--- config.mk ---
export PLATFORM = sky130hd
export DESIGN_NAME = pcm_frame_buffer
export DESIGN_NICKNAME = d
export VERILOG_FILES = /design/src/rtl/pcm_frame_buffer.sv
export SDC_FILE = /design/constraint.sdc
export NUM_CORES = 1
export LEC_CHECK = 0
export ABC_AREA = 1
export BUFFER_PORTS_ARGS = -buffer_cell sky130_fd_sc_hd__buf_2
export CELL_PAD_IN_SITES_DETAIL_PLACEMENT = 0
export CELL_PAD_IN_SITES_GLOBAL_PLACEMENT = 1
export CORE_ASPECT_RATIO = 1.4
export CORE_MARGIN = 5
export CORE_UTILIZATION = 31
export DETAILED_ROUTE_END_ITERATION = 8
export PLACE_DENSITY = 0.58
export SYNTH_ARGS = -nofsm -noshare
export SYNTH_HDL_FRONTEND = slang
export SYNTH_SLANG_ARGS = --single-unit
--- constraint.sdc ---
create_clock -name clk -period 6.6 [get_ports clk]
set_clock_uncertainty 0.1 [all_clocks]
set_input_delay 0.66 -clock clk [delete_from_list [all_inputs] [get_ports clk]]
set_output_delay 0.66 -clock clk [all_outputs]
set_load 0.01 [all_outputs]
--- src/rtl/pcm_frame_buffer.sv ---
// PCM frame buffer: packs interleaved channel writes into frames,
// queues them in a FIFO and serves one frame per consumer request.
module pcm_frame_buffer #(
  parameter int SAMPLE_WIDTH = 20,
  parameter int NUM_CHANNELS = 2,
  parameter int DEPTH        = 8,
  parameter int CNT_WIDTH    = 16,
  localparam int CW = (NUM_CHANNELS > 1) ? $clog2(NUM_CHANNELS) : 1,
  localparam int FW = NUM_CHANNELS * SAMPLE_WIDTH,
  localparam int LW = $clog2(DEPTH + 1)
) (
  input  logic                    clk,
  input  logic                    rst,
  input  logic                    wr_val,
  input  logic [SAMPLE_WIDTH-1:0] wr_data,
  output logic                    wr_full,
  output logic [CW-1:0]           wr_chan,
  input  logic                    wr_resync,
  input  logic                    mono_mode,
  input  logic                    rd_req,
  output logic                    rd_valid,
  output logic [FW-1:0]           rd_data,
  output logic                    rd_underrun,
  input  logic                    underrun_mode,
  output logic [LW-1:0]           level,
  output logic [CNT_WIDTH-1:0]    underrun_count,
  input  logic                    cnt_clr
);

  localparam int PW = $clog2(DEPTH);
  localparam int SW = SAMPLE_WIDTH;

  logic [FW-1:0] mem [DEPTH];
  logic [PW-1:0] wr_ptr;
  logic [PW-1:0] rd_ptr;
  logic [FW-1:0] stage_q;
  logic [FW-1:0] last_q;
  logic [FW-1:0] push_frame;
  logic [LW-1:0] level_nxt;
  logic          accept;
  logic          last_slot;
  logic          push;
  logic          pop;
  logic          miss;

  assign accept    = wr_val && !wr_full && !wr_resync;
  assign last_slot = wr_chan == CW'(NUM_CHANNELS - 1);
  assign push      = accept && (mono_mode || last_slot);
  assign pop       = rd_req && (level != '0);
  assign miss      = rd_req && (level == '0);
  assign level_nxt = level + LW'(push) - LW'(pop);

  // Staging with the incoming sample dropped into its slot
  always_comb begin
    push_frame = stage_q;
    for (int k = 0; k < NUM_CHANNELS; k++) begin
      if (mono_mode || wr_chan == CW'(k))
        push_frame[k*SW +: SW] = wr_data;
    end
  end

  always_ff @(posedge clk) begin
    if (rst) begin
      wr_chan <= '0;
      stage_q <= '0;
    end else if (wr_resync) begin
      wr_chan <= '0;
      stage_q <= '0;
    end else if (accept && !mono_mode) begin
      stage_q <= push_frame;
      wr_chan <= last_slot ? '0 : wr_chan + CW'(1);
    end
  end

  always_ff @(posedge clk) begin
    if (push)
      mem[wr_ptr] <= push_frame;
  end

  always_ff @(posedge clk) begin
    if (rst) begin
      wr_ptr  <= '0;
      rd_ptr  <= '0;
      level   <= '0;
      wr_full <= 1'b0;
    end else begin
      if (push)
        wr_ptr <= wr_ptr + PW'(1);
      if (pop)
        rd_ptr <= rd_ptr + PW'(1);
      level   <= level_nxt;
      wr_full <= level_nxt == LW'(DEPTH);
    end
  end

  // Underrun replays the last delivered frame or silence
  always_ff @(posedge clk) begin
    if (rst) begin
      rd_valid    <= 1'b0;
      rd_data     <= '0;
      rd_underrun <= 1'b0;
      last_q      <= '0;
    end else begin
      rd_valid <= rd_req;
      if (pop) begin
        rd_data     <= mem[rd_ptr];
        last_q      <= mem[rd_ptr];
        rd_underrun <= 1'b0;
      end else if (miss) begin
        rd_data     <= underrun_mode ? '0 : last_q;
        rd_underrun <= 1'b1;
      end
    end
  end

  always_ff @(posedge clk) begin
    if (rst)
      underrun_count <= '0;
    else if (cnt_clr)
      underrun_count <= miss ? CNT_WIDTH'(1) : '0;
    else if (miss && underrun_count != '1)
      underrun_count <= underrun_count + CNT_WIDTH'(1);
  end

endmodule

==> flow_summary.json <==
{
  "syn_area_sq_mm": 0.01890,
  "synth_fp_nets": 1875,
  "critPathMaxFanout": 82,
  "synth-seq-cells": 473,
  "diodes": 0,
  "final_nets": 1924,
  "critPathCaptureType": "flop",
  "ctsHtreeMaxLevel": 2,
  "power_switching_uw": 2335,
  "grt_pass1_vias": 12930,
  "rows": 107,
  "final.setup.worst_slack_ps": 3194,
  "status": "finished, final reports clean",
  "ir_worst_vdd_v": 0.0001791,
  "worst_pin_slew_ps": 1431,
  "start_util": 0.3117,
  "cts.sinks": 473,
  "syn_inst": 1838,
  "clkTransAtPathRegs_ps": 60,
  "fmax_mhz": 293.6,
  "fillers": 6030,
  "place_congestion": 0.8090,
  "arrival_ps": 3810,
  "sw_frac_of_total": 0.3065,
  "synth.area.top_cells": "edfxtp_1 51%, dfxtp_1 16%, o21ai_0 7.8%",
  "setup_tns_ps": 0,
  "yosys_warnings": 0,
  "die_h_microns": 302.2,
  "io_pins": 92,
  "postCtsHoldBufs": 0,
  "power_uw": 7618,
  "clkPwrFrac": 0.340,
  "slew_viol_final": 0,
  "crit_top_cell": "ha_1",
  "syn_to_final_growth_pct": 14.01,
  "cts_buffers": 46,
  "p_seq_frac": 0.459,
  "viasPerCell": 4.847,
  "initialDrtViolationCount": 851,
  "setup_viol": 0,
  "ant_nets": 0,
  "synth_edf_count": 320,
  "clockRootBuffer": "clkbuf_16",
  "ys_async_sr_fraction": 0,
  "die_w_microns": 218.7,
  "drt-total-wl_microns": 53110,
  "dp_hpwl_microns": 31100,
  "r2r_start": "level[2]",
  "cts_tree": "built",
  "ys_seq_area_frac": 0.6704,
  "hold_violations": 0,
  "rsz0062_at_grt": "no",
  "crit_chain": "inv_1, ha_1, nand2_1, nand2_2, buf_4, inv_2, buf_4, ha_1, inv_1, ha_1, fa_1, xnor2_1, nand3_1, nor2_1",
  "fin_util": 0.3553,
  "combPwrFrac": 0.201,
  "wl_per_cell_microns": 19.40,
  "required_ps": 7000,
  "start_kind": "flop",
  "finalCriticalPeriod_ps": 3406,
  "hp-start": "stage_q[15]",
  "cts_resized": 0,
  "worstSetupPathType": "reg -> reg",
  "cts_setup_buffers": 0,
  "power.internal_uw": 5284,
  "first_pass_iters": 7,
  "portBuffers": 91,
  "avgSynthCellArea_sq_um": 10.28,
  "drive_gt1_frac": 0.1119,
  "num_vias": 13270,
  "hold_slack_ps": 346.8,
  "power.density_mw_per_mm2": 353.5,
  "grt_usage": 0.1575,
  "hold_class": "reg -> reg",
  "slowest_delay_ps": 620,
  "overflow": 0,
  "mostFrequentLayoutCell": "nor2_1",
  "synth_top_area_frac": 0.5084,
  "grt_max_degree": 95,
  "period_share": 0.5161,
  "clk_path_buf_depth": 3,
  "preCtsSetupSlack_ps": 2672,
  "core_sq_mm": 0.06065,
  "clock_latency_ps": 560,
  "synth_top_area_cell": "edfxtp_1",
  "drc": 0,
  "antenna_found_initial": 0,
  "relSlewSlack": 0.03579,
  "slowest_stage": "buf_4",
  "grt_pass1_wl_microns": 80820,
  "mostFrequentLayoutCells": "357 x nor2_1, 320 x edfxtp_1, 292 x o21ai_0, 150 x dfxtp_1, 149 x nand2_1",
  "ys.flop_type": "edfxtp_1",
  "crit_path_start": "level[2]",
  "p_leak_uw": 0.007524,
  "yosysUniqueCellTypes": 28,
  "cap_violations": 0,
  "dieArea_sq_mm": 0.06608
}
[cells in the mapped netlist (2+ instances only)]
master	count
nor2_2	2
inv_2	4
nor2_1	364
buf_2	17
inv_1	88
nor3_1	4
clkbuf_2	10
nand3_1	139
buf_1	5
nand2_1	150
a31oi_1	40
or2_2	2
buf_6	13
a21oi_1	139
nand4_1	2
ha_1	8
nand2_2	3
dfxtp_1	153
buf_4	5
xnor2_1	2
clkbuf_1	69
edfxtp_1	320
o21ai_0	294
[power by group through the flow]
stage	logic (uW)	registers, uW	clock network (uW)
final	1530	3500	2590
after global routing	1740	3520	2770
after global placement	1530	3560	0
after floorplan	1130	3500	0
after detailed placement	1550	3570	0
after CTS	1550	3500	2670
[worst max-delay path: cells and delay by family, from the launching register on]
family	cells	cell delay, ps
fa+ha+maj	4	1140
xor+xnor	1	200
flops	1	310
simple gates	4	410
buf+inv	5	1150
[cell families after synthesis]
group           count (synthesis)  share of synthesized area
flops                         473                     0.6704
xor+xnor                        2                  0.0009269
compound gates                474                     0.1284
fa+ha+maj                       9                   0.006355
buf+inv                       212                    0.05004
simple gates                  668                     0.1439
[layer usage]
| layer | up-vias | track usage | part of all wire |
|---|---|---|---|
| li1 | 6468 | - | - |
| met1 | 6467 | 0.2152 | 0.45 |
| met2 | 271 | 0.2665 | 0.48 |
| met3 | 65 | 0.02042 | 0.043 |
| met4 | 0 | 0.04099 | 0.020 |
| met5 | - | 0 | 0 |
[state kept, by name (all words and copies together), names as in the netlist, named ones only]
signal          cells
level               4
last_q             40
rd_data            40
wr_ptr              3
mem               320
rd_underrun         1
wr_chan             1
underrun_count     16
stage_q            40
rd_valid            1
rd_ptr              3
wr_full             1
[final timing paths]
kind	endpoint	slack, ps	cells after the start
max	wr_full	3190	14
min	stage_q[15]	350	2
max reg2reg	wr_full	3190	14
min reg2reg	stage_q[15]	350	2
[final cells by class]
class                           instances  area (sq um)  area share
Sequential cell                       473         12680      0.5883
Clock buffer                           69          1385     0.06427
Inverter                               93         352.8     0.01637
Multi-Input combinational cell       1153          5344      0.2480
Tap cell                              817          1022     0.04743
Clock inverter                         13         95.09    0.004412
Timing Repair Buffer                  120         673.1     0.03124
[per-stage QoR]
step | area (sq um) | instances
6_report | 21550 | 2738
5_1_grt | 21550 | 2738
4_1_cts | 21550 | 2738
3_5_place_dp | 20070 | 2656
3_3_place_gp | 20070 | 2656
2_1_floorplan | 18900 | 1838
Power figures use the tool's default switching activity.
